File: src/rtl/arith_req_arbiter_pkg.sv
// arith_req_arbiter_pkg: opcodes and FSM encoding shared by the
// arithmetic request arbiter and its helpers.
package arith_req_arbiter_pkg;

  localparam logic [1:0] ADD = 2'b00;
  localparam logic [1:0] SUB = 2'b01;
  localparam logic [1:0] MUL = 2'b10;
  localparam logic [1:0] DIV = 2'b11;

  typedef enum logic [1:0] {
    IDLE  = 2'b00,
    ISSUE = 2'b01,
    WAIT  = 2'b10,
    RESP  = 2'b11
  } state_t;

endpackage

File: src/rtl/arith_req_arbiter_rr_priority_pick.sv
// rr_priority_pick: combinational round-robin picker; first set
// request at or above ptr wins, else the lowest set request.
module rr_priority_pick #(
  parameter int N  = 4,
  parameter int PW = 2
) (
  input  logic [N-1:0]  req,
  input  logic [PW-1:0] ptr,
  output logic [N-1:0]  gnt,
  output logic          valid
);

  always_comb begin
    gnt   = '0;
    valid = 1'b0;
    for (int j = 0; j < N; j++) begin
      if (!valid && req[j] && (PW'(j) >= ptr)) begin
        gnt[j] = 1'b1;
        valid  = 1'b1;
      end
    end
    // Wrap-around pass: only reached when nothing at/above ptr.
    for (int j = 0; j < N; j++) begin
      if (!valid && req[j]) begin
        gnt[j] = 1'b1;
        valid  = 1'b1;
      end
    end
  end

endmodule

File: src/rtl/arith_req_arbiter.sv
// arith_req_arbiter: round-robin sequencer sharing one registered
// arithmetic unit. Option macro: DIV_ZERO_GUARD_EN.
module arith_req_arbiter
  import arith_req_arbiter_pkg::*;
#(
  parameter int NUM_REQ     = 4,
  parameter int A_width     = 16,
  parameter int B_width     = 16,
  parameter int OUT_width   = 16,
  parameter int TIMEOUT_CYC = 15
) (
  input  logic                         CLK_ARB,
  input  logic                         RST_ARB,
  input  logic [NUM_REQ-1:0]           REQ_IN,
  input  logic [NUM_REQ*A_width-1:0]   A_REQ_IN,
  input  logic [NUM_REQ*B_width-1:0]   B_REQ_IN,
  input  logic [NUM_REQ*2-1:0]         FUN_REQ_IN,
  output logic [NUM_REQ-1:0]           GNT_OUT,
  output logic [NUM_REQ-1:0]           DONE_OUT,
  output logic [OUT_width-1:0]         RESULT_OUT,
  output logic                         CARRY_OUT,
  output logic                         ERR_OUT,
  output logic                         BUSY_OUT,
  output logic [A_width-1:0]           ARITH_A_OUT,
  output logic [B_width-1:0]           ARITH_B_OUT,
  output logic [1:0]                   ARITH_FUN_OUT,
  output logic                         ARITH_EN_OUT,
  input  logic [OUT_width-1:0]         ARITH_RES_IN,
  input  logic                         ARITH_CARRY_IN,
  input  logic                         ARITH_FLAG_IN
);

  localparam int PW = $clog2(NUM_REQ);
  localparam logic [PW-1:0] LAST = PW'(NUM_REQ - 1);
  localparam logic [7:0] TO = 8'(TIMEOUT_CYC);

  state_t state, state_nx;

  logic [PW-1:0]        ptr, win_idx, ptr_nx;
  logic [NUM_REQ-1:0]   pick, win_oh;
  logic                 pick_vld;
  logic [A_width-1:0]   sel_a, a_q;
  logic [B_width-1:0]   sel_b, b_q;
  logic [1:0]           sel_fun, fun_q;
  logic [7:0]           cnt, cnt_inc;
  logic                 timeout, dz;
  logic [OUT_width-1:0] res_q;
  logic                 carry_q, err_q;

  rr_priority_pick #(
    .N  (NUM_REQ),
    .PW (PW)
  ) u_pick (
    .req   (REQ_IN),
    .ptr   (ptr),
    .gnt   (pick),
    .valid (pick_vld)
  );

  always_comb begin
    sel_a   = '0;
    sel_b   = '0;
    sel_fun = '0;
    win_idx = '0;
    for (int i = 0; i < NUM_REQ; i++) begin
      if (pick[i]) begin
        sel_a   = A_REQ_IN[i*A_width +: A_width];
        sel_b   = B_REQ_IN[i*B_width +: B_width];
        sel_fun = FUN_REQ_IN[i*2 +: 2];
        win_idx = PW'(i);
      end
    end
  end

  assign ptr_nx  = (win_idx == LAST) ? '0 : win_idx + 1'b1;
  assign cnt_inc = cnt + 8'd1;
  assign timeout = (cnt_inc == TO);

`ifdef DIV_ZERO_GUARD_EN
  assign dz = (sel_fun == DIV) && (sel_b == '0);
`else
  assign dz = 1'b0;
`endif

  always_ff @(posedge CLK_ARB or posedge RST_ARB) begin
    if (RST_ARB) state <= IDLE;
    else         state <= state_nx;
  end

  always_comb begin
    state_nx = state;
    unique case (state)
      IDLE:  if (pick_vld) state_nx = dz ? RESP : ISSUE;
      ISSUE: state_nx = WAIT;
      WAIT:  if (ARITH_FLAG_IN || timeout) state_nx = RESP;
      RESP:  state_nx = IDLE;
      default: state_nx = IDLE;
    endcase
  end

  // GNT is a Mealy output of IDLE; gate it so reset forces it low.
  always_comb begin
    GNT_OUT      = '0;
    DONE_OUT     = '0;
    ARITH_EN_OUT = 1'b0;
    BUSY_OUT     = (state != IDLE);
    unique case (state)
      IDLE:  if (!RST_ARB) GNT_OUT = pick;
      ISSUE: ARITH_EN_OUT = 1'b1;
      WAIT:  ;
      RESP:  DONE_OUT = win_oh;
      default: ;
    endcase
  end

  always_ff @(posedge CLK_ARB or posedge RST_ARB) begin
    if (RST_ARB) begin
      ptr     <= '0;
      win_oh  <= '0;
      a_q     <= '0;
      b_q     <= '0;
      fun_q   <= '0;
      cnt     <= '0;
      res_q   <= '0;
      carry_q <= 1'b0;
      err_q   <= 1'b0;
    end else begin
      unique case (state)
        IDLE: if (pick_vld) begin
          ptr    <= ptr_nx;
          win_oh <= pick;
          a_q    <= sel_a;
          b_q    <= sel_b;
          fun_q  <= sel_fun;
          if (dz) begin
            res_q   <= '1;
            carry_q <= 1'b0;
            err_q   <= 1'b1;
          end
        end
        ISSUE: cnt <= '0;
        WAIT: begin
          if (ARITH_FLAG_IN) begin
            res_q   <= ARITH_RES_IN;
            carry_q <= ARITH_CARRY_IN;
            err_q   <= 1'b0;
          end else begin
            cnt <= cnt_inc;
            if (timeout) begin
              res_q   <= '0;
              carry_q <= 1'b0;
              err_q   <= 1'b1;
            end
          end
        end
        RESP: ;
        default: ;
      endcase
    end
  end

  assign RESULT_OUT    = res_q;
  assign CARRY_OUT     = carry_q;
  assign ERR_OUT       = err_q;
  assign ARITH_A_OUT   = a_q;
  assign ARITH_B_OUT   = b_q;
  assign ARITH_FUN_OUT = fun_q;

endmodule
File: config.mk
export PLATFORM = sky130hd
export DESIGN_NAME = arith_req_arbiter
export DESIGN_NICKNAME = d
export VERILOG_FILES = /design/src/rtl/arith_req_arbiter_pkg.sv /design/src/rtl/arith_req_arbiter_rr_priority_pick.sv /design/src/rtl/arith_req_arbiter.sv
export SDC_FILE = /design/constraint.sdc
export NUM_CORES = 1
export LEC_CHECK = 0
export ABC_AREA = 1
export BUFFER_PORTS_ARGS = -buffer_cell sky130_fd_sc_hd__buf_2
export CAP_MARGIN = 10
export CORE_MARGIN = 2
export CORE_UTILIZATION = 46
export CTS_BUF_LIST = sky130_fd_sc_hd__clkbuf_4 sky130_fd_sc_hd__clkbuf_8
export CTS_CLUSTER_SIZE = 14
export DETAILED_ROUTE_END_ITERATION = 12
export PLACE_DENSITY = 0.86
export SYNTH_ARGS = -nofsm -noshare
export SYNTH_HDL_FRONTEND = slang
export SYNTH_HIERARCHICAL = 1
export SYNTH_SLANG_ARGS = --single-unit
File: constraint.sdc
create_clock -name CLK_ARB -period 2.1 [get_ports CLK_ARB]
set_input_delay 0.21 -clock CLK_ARB [delete_from_list [all_inputs] [get_ports CLK_ARB]]
set_output_delay 0.21 -clock CLK_ARB [all_outputs]
set_load 0.03 [all_outputs]
==> results of run 1 <==
[kinds of logic after synthesis]
kind of cell / Yosys count
AO/OA/AOI/OAI: 124
AND/OR/NAND/NOR: 272
buffers and inverters: 61
flip-flops: 68
adder cells (fa/ha/maj): 6
[registers in the layout (all words and copies together), names as in the netlist]
name / flops
CARRY_OUT: 1
ARITH_FUN_OUT: 2
cnt: 8
ERR_OUT: 1
ARITH_A_OUT: 16
ARITH_B_OUT: 16
state: 2
ptr: 2
win_oh: 4
RESULT_OUT: 16
[Yosys cell counts]
cell,count
nor2_4,3
a21oi_2,1
nor2_1,12
a22oi_1,12
nand4_1,4
o21ai_0,54
nand2_1,182
buf_2,9
clkbuf_1,18
inv_1,30
nand2_2,3
a21oi_4,1
buf_1,2
o21bai_1,1
clkinv_1,1
nand3_2,11
nand4_4,1
dfrtp_1,68
ha_1,6
nand3_1,50
o31ai_1,1
or2_2,1
nor3_1,4
a21oi_1,24
a31oi_1,18
o22ai_1,1
o21ai_1,11
nor2_2,1
buf_6,1
[area by class of cell]
type	count	area, sq um
fill	712	2690
multi-input combinational	402	2054
sequential	68	1703
timing repair buffer	250	1370
clock buffer	11	151.4
tap	105	131.4
inverter	31	121.4
clock inverter	5	36.28
[path summary, 6_finish.rpt]
kind | endpoint | slack (ns)
worst max-delay path | GNT_OUT[1] | 0.07
worst min-delay path | RESULT_OUT[0]$_DFFE_PP0P_ | 0.07
worst max register to register | ARITH_B_OUT[0]$_DFFE_PP0P_ | 0.11
worst min register to register | ARITH_A_OUT[6]$_DFFE_PP0P_ | 0.49
max in group asynchronous | ARITH_B_OUT[9]$_DFFE_PP0P_ | 0.91
min in group asynchronous | RESULT_OUT[1]$_DFFE_PP0P_ | 0.58
[through the flow]
step                hold WS, ns  cell area [sq um]
global route            0.04738               5568
finish                  0.06513               5568
CTS                     0.04609               5445
floorplan                0.3268               3944
detailed placement       0.3653               5228
global placement         0.3637               5228
[routing by layer]
layer  global-route usage (%)  share of wire [%]  wire length, um  up-vias
li1                         -                  -                -     2238
met1                    34.16                 40             5124     2153
met2                    46.01                 50             6457      250
met3                    5.198                7.9             1019       35
met4                    12.21                2.3              295        0
met5                        0                  0                0        -
[power by group]
group          internal [uW]  switching [uW]  total, uW
combinational           1390            2880       4260
sequential              1840             342       2190
clock                    493             519       1010
[worst max-delay path: cells and delay by family, from the launching register on]
family	cells	cell delay (ns)
buffers and inverters	2	0.24
flip-flops	1	0.41
AND/OR/NAND/NOR	6	0.65
AO/OA/AOI/OAI	1	0.17
[timing repair]
item                                    4_1_cts  5_1_grt
pin swaps                                     0        9
cloned                                        0        0
gates resized for setup                       7       19
setup buffers                                 0        7
hold endpoints to repair                     24        0
endpoints found under the setup margin        2        6
hold buffers                                  1        0
==> impl_metrics.py, run 1 <==
metrics = {
    "outcome": {
        "status": "finished clean",
    },
    "setup_path": {
        "cp.arrival_ns": 1.82,
        "cp_common_cell": "nand2_2",
        "worst-r2r-cell-count": 12,
        "r2r-start": "ptr[0]$_DFFE_PP0P_",
        "end_kind": "primary output",
        "crit_start": "ptr[0]$_DFFE_PP0P_",
        "worstPathMaxFanout": 4,
        "worstSetupStartpointType": "flop",
        "required_ns": 1.89,
        "crit_slowest_cell": "dfrtp_1",
        "cpPeakStageDelay_ns": 0.41,
        "worstSetupPathType": "flop to primary output",
        "path_cells": "nor2_2 > nand2_2 > nand3_4 > nor2_4 > nand2_2 > a21oi_4 > inv_2 > nor3_4 > buf_6",
    },
    "sta": {
        "setup_viol": 0,
        "hold_violations": 0,
        "post-route-period-util_pct": 96.90,
        "worst_slack_ns": 0.06504,
        "finalSetupTns_ns": 0,
        "timing.fmax_ghz": 0.4914,
        "report.final.slew_viol_count": 0,
        "relSlewSlack_pct": 59.98,
        "fin_crit_ns": 2.035,
        "tightest_slew_ns": 0.5994,
        "rsz0062_at_grt": "true",
        "finClkSkew_ns": 0.007828,
    },
    "power_and_ir_drop": {
        "ir_drop_v": 0.0006796,
        "power_uw": 7463,
        "p_per_area_nw_per_um2": 1340,
        "p_leak_uw": 0.003029,
    },
    "drt": {
        "ant_nets": 0,
        "drt_pass1_iterations": 5,
        "avgViaCountPerCell": 5.362,
        "drtIter0Drc": 223,
        "vias": 4676,
        "wire_per_inst_um": 14.79,
        "wl_mm": 12.90,
        "drc": 0,
    },
    "clock_tree": {
        "clockBufferDepth": 2,
        "htreeDepth": 3,
        "clock_latency_ns": 0.34,
        "cts.sinks": 68,
        "cts_root_buf": "clkbuf_8",
        "clk_pin_slew_ns": 0.08,
        "cts_tree": "done",
        "cts-buffers-inserted": 9,
    },
    "logic_synthesis": {
        "synth_top_family_by_area": "simple AND/OR/NAND/NOR gates",
        "avgSynthCellArea_sq_um": 7.418,
        "synth_cell_type_count": 29,
        "syn-num-nets": 697,
        "yosysTopAreaCell": "dfrtp_1",
        "synthAdderAreaFrac_pct": 1.906,
        "synth_cells": 531,
        "syn_area_sq_um": 3939,
        "ys_top_cells_by_area": "dfrtp_1 43%, nand2_1 17%, o21ai_0 6.9%",
        "synth_xor_area_share_pct": 0,
        "ys.warnings.count": 6,
        "synth_top_area_share_pct": 43.20,
        "synth-seq-area-share_pct": 43.20,
        "ys_seq_elements": 68,
        "synth-compound-area-share_pct": 17.63,
        "synth_simple_gate_area_share_pct": 30.97,
        "synth_mux_area_share_pct": 0,
    },
    "global_routing": {
        "grt_max_degree": 34,
        "grt-ovfl-total": 0,
        "grt_pass1_wl_mm": 19.76,
        "grt_antenna_before_repair": 0,
        "grt_use_total_pct": 27.34,
        "grt_pass1_vias": 4298,
    },
    "floorplanning": {
        "die_x_um": 96.54,
        "initial_utilization_pct": 47.70,
        "rows": 33,
        "die_area_sq_um": 9319,
        "die_h_um": 96.54,
        "core_sq_um": 8258,
        "io_pins": 222,
    },
    "final_layout": {
        "final_cell_mix": "218 x buf_2, 179 x nand2_1, 67 x dfrtp_1",
        "layout_commonest_cell": "buf_2",
        "syn2layout_area_growth_pct": 41.36,
        "diodes": 0,
        "drive_gt1_share_pct": 39.63,
        "stdcell_count": 872,
        "utilization_pct": 67.42,
        "nets": 928,
    },
    "placed_design": {
        "place_inst": 848,
        "port_buffers": 221,
        "hpwl_mm": 9.860,
        "place_ws_ns": 0.1646,
        "place_congestion": 0.9602,
    },
    "worst_hold_path": {
        "min_from": "ARITH_RES_IN[0]",
        "hold_depth": 3,
        "hold_class": "input port to flop",
    },
    "flow_run": {
        "max_cap_viol_count": 0,
    },
}
Power figures use the tool's default switching activity.
==> run 2, diff against run 1 <==
ABC_AREA = not set   (was 1)
CORE_UTILIZATION = 47   (was 46)
==> run 2 against run 1 <==
  * Worst hold slack better by 0.024 ns
  * Sequential share of layout area is 0.90 points lower
  * Largest cell class unchanged
  * Highest routed layer unchanged
  * Core utilization is 0.94 points lower
  * Critical path depth is 3 lower
==> impl_metrics.py, run 2 <==
metrics = {
    "clock_tree": {
        "clk_pin_slew_ns": 0.07,
        "cts_tree": "done",
        "clock_latency_ns": 0.35,
        "cts-buffers-inserted": 9,
        "htreeDepth": 3,
        "clockBufferDepth": 2,
        "cts_root_buf": "clkbuf_8",
        "cts.sinks": 68,
    },
    "global_routing": {
        "grt_pass1_wl_mm": 21.67,
        "grt_use_total_pct": 27.38,
        "grt-ovfl-total": 0,
        "grt_antenna_before_repair": 0,
        "grt_max_degree": 62,
        "grt_pass1_vias": 4604,
    },
    "floorplanning": {
        "io_pins": 222,
        "core_sq_um": 8636,
        "die_area_sq_um": 9556,
        "die_x_um": 97.76,
        "rows": 34,
        "die_h_um": 97.76,
        "initial_utilization_pct": 47.84,
    },
    "sta": {
        "post-route-period-util_pct": 97.00,
        "tightest_slew_ns": 0.6695,
        "setup_viol": 0,
        "fin_crit_ns": 2.037,
        "report.final.slew_viol_count": 0,
        "timing.fmax_ghz": 0.4909,
        "finClkSkew_ns": 0.01366,
        "rsz0062_at_grt": "false",
        "hold_violations": 0,
        "relSlewSlack_pct": 55.37,
        "finalSetupTns_ns": 0,
    },
    "outcome": {
        "status": "finished clean",
    },
    "power_and_ir_drop": {
        "p_seq_share_pct": 26.6,
        "ir_drop_v": 0.0009606,
        "p_clk_share_pct": 16.8,
        "p_switching_uw": 3986,
        "swShare_pct": 46.01,
        "p_leak_uw": 0.002854,
        "p_comb_share_pct": 56.6,
        "p_int_uw": 4677,
        "p_per_area_nw_per_um2": 1509,
        "power_uw": 8663,
    },
    "logic_synthesis": {
        "avgSynthCellArea_sq_um": 8.753,
        "synthArstFlopShare_pct": 100.0,
        "synth.top_cells.by_count": "107 x a21oi_1, 68 x dfrtp_1, 40 x inv_1, 39 x clkbuf_1",
        "yosysTopAreaCell": "dfrtp_1",
        "synth_cells": 472,
        "ys_top_cells_by_area": "dfrtp_1 41%, a21oi_1 13%, a211o_1 7.2%",
        "synth_cell_type_count": 42,
        "syn_area_sq_um": 4131,
        "synth_flop_cell": "dfrtp_1",
        "synth_top_area_share_pct": 41.19,
        "synth_edf_count": 0,
        "synth-seq-area-share_pct": 41.19,
        "synth_most_common_cell": "a21oi_1",
        "ys_seq_elements": 68,
        "syn-num-nets": 638,
        "ys.warnings.count": 6,
    },
    "drt": {
        "wl_mm": 13.92,
        "drt_pass1_iterations": 5,
        "wire_per_inst_um": 17.58,
        "vias": 4662,
        "avgViaCountPerCell": 5.886,
        "drc": 0,
        "ant_nets": 0,
        "drtIter0Drc": 293,
    },
    "setup_path": {
        "path_cells": "nor2b_1 > o21ai_0 > o21ai_4 > buf_12 > and3_1 > buf_2",
        "worstSetupPathType": "flop to primary output",
        "cpPeakStageDelay_ns": 0.45,
        "worstPathMaxFanout": 31,
        "cp.arrival_ns": 1.83,
        "required_ns": 1.89,
        "crit_slowest_cell": "dfrtp_2",
        "end_kind": "primary output",
        "crit_family": "flip-flops",
        "worstSetupStartpointType": "flop",
        "path_buf_inv": 2,
    },
    "final_layout": {
        "syn2layout_area_growth_pct": 38.98,
        "stdcell_count": 792,
        "nets": 845,
        "diodes": 0,
        "drive_gt1_share_pct": 40.20,
        "layout_commonest_cell": "buf_2",
        "final_cell_mix": "221 x buf_2, 107 x a21oi_1, 66 x dfrtp_1",
    },
    "flow_run": {
        "max_cap_viol_count": 0,
    },
    "worst_hold_path": {
        "hold_class": "input port to flop",
    },
    "placed_design": {
        "hpwl_mm": 9.773,
        "place_congestion": 0.8906,
        "port_buffers": 221,
        "place_inst": 773,
    },
}
[run 2: cells by family (layout without fill, tap and decap cells)]
| family | Yosys count | after routing | share of synthesized area, % |
|---|---|---|---|
| buffers and inverters | 88 | 300 | 8.237 |
| and+or+nand+nor | 67 | 67 | 9.782 |
| AOI/OAI and AO/OA | 237 | 237 | 37.46 |
| adders and majority gates | 6 | 6 | 1.817 |
| muxes | 4 | 4 | 1.090 |
| DFF | 68 | 68 | 41.19 |
| xor gates and xnor gates | 2 | 2 | 0.4241 |
[run 2: power groups by stage]
stage / Sequential (uW) / Clock, uW / Combinational [uW]
3_3_place_gp: 2270 / 0 / 4600
5_1_grt: 2370 / 1560 / 5300
6_report: 2300 / 1460 / 4900
4_1_cts: 2290 / 1470 / 4830
2_1_floorplan: 3200 / 0 / 2400
3_5_place_dp: 2310 / 0 / 4760
[run 2: what timing repair did]
| item | in CTS | in global routing |
|---|---|---|
| endpoints found under the hold margin | 1 | 0 |
| gates resized for setup | 3 | 4 |
| buffers inserted | 0 | 0 |
| hold buffers | 1 | 0 |
| pin swaps | 0 | 1 |
| setup endpoints to repair | 3 | 4 |
| cloned | 1 | 1 |
[run 2: final cells by class]
class	instances	area [sq um]
clock inverter	6	135.1
tap	108	135.1
timing repair buffer	242	1363
sequential	68	1704
multi-input combinational	316	2106
inverter	42	161.4
clock buffer	10	137.6
fill	720	2894
[run 2: through the flow]
step | utilization (%) | worst slack, ns | instance area [sq um] | hold WS [ns]
CTS | 66.07 | 0.02134 | 5705 | 0.07472
global route | 66.49 | 0.008530 | 5742 | 0.09112
detailed placement | 62.30 | 0.1229 | 5380 | 0.1351
floorplan | - | 0.1046 | 4135 | 0.3449
global placement | 62.30 | 0.2649 | 5380 | 0.1287
finish | 66.49 | 0.06301 | 5742 | 0.08878
[run 2: worst reg2reg max path, cell delays in order (launching register included)]
cell     delay [ns]
dfrtp_1        0.42
inv_1          0.09
ha_1           0.17
nor4b_2        0.31
nand2_1        0.17
or4_1          0.54
o22ai_1        0.15
[run 2: final timing paths]
kind / end / cells past startpoint / startpoint / slack [ns]
min: RESULT_OUT[3]$_DFFE_PP0P_ / 3 / ARITH_RES_IN[3] / 0.09
min in group asynchronous: ARITH_B_OUT[13]$_DFFE_PP0P_ / 3 / RST_ARB / 0.32
max reg2reg: ERR_OUT$_DFFE_PP0P_ / 6 / cnt[0]$_DFFE_PP0P_ / 0.17
min reg2reg: win_oh[2]$_DFFE_PP0P_ / 1 / win_oh[2]$_DFFE_PP0P_ / 0.50
max: GNT_OUT[2] / 6 / ptr[0]$_DFFE_PP0P_ / 0.06
max in group asynchronous: ptr[1]$_DFFE_PP0P_ / 4 / RST_ARB / 1.18
[run 2: routing by layer]
metal | track usage [%] | routed length (um) | vias to the layer above
li1 | - | - | 2162
met5 | 0 | 0 | -
met3 | 4.510 | 1051 | 24
met4 | 9.081 | 244 | 0
met1 | 33.55 | 5261 | 2252
met2 | 49.18 | 7366 | 224
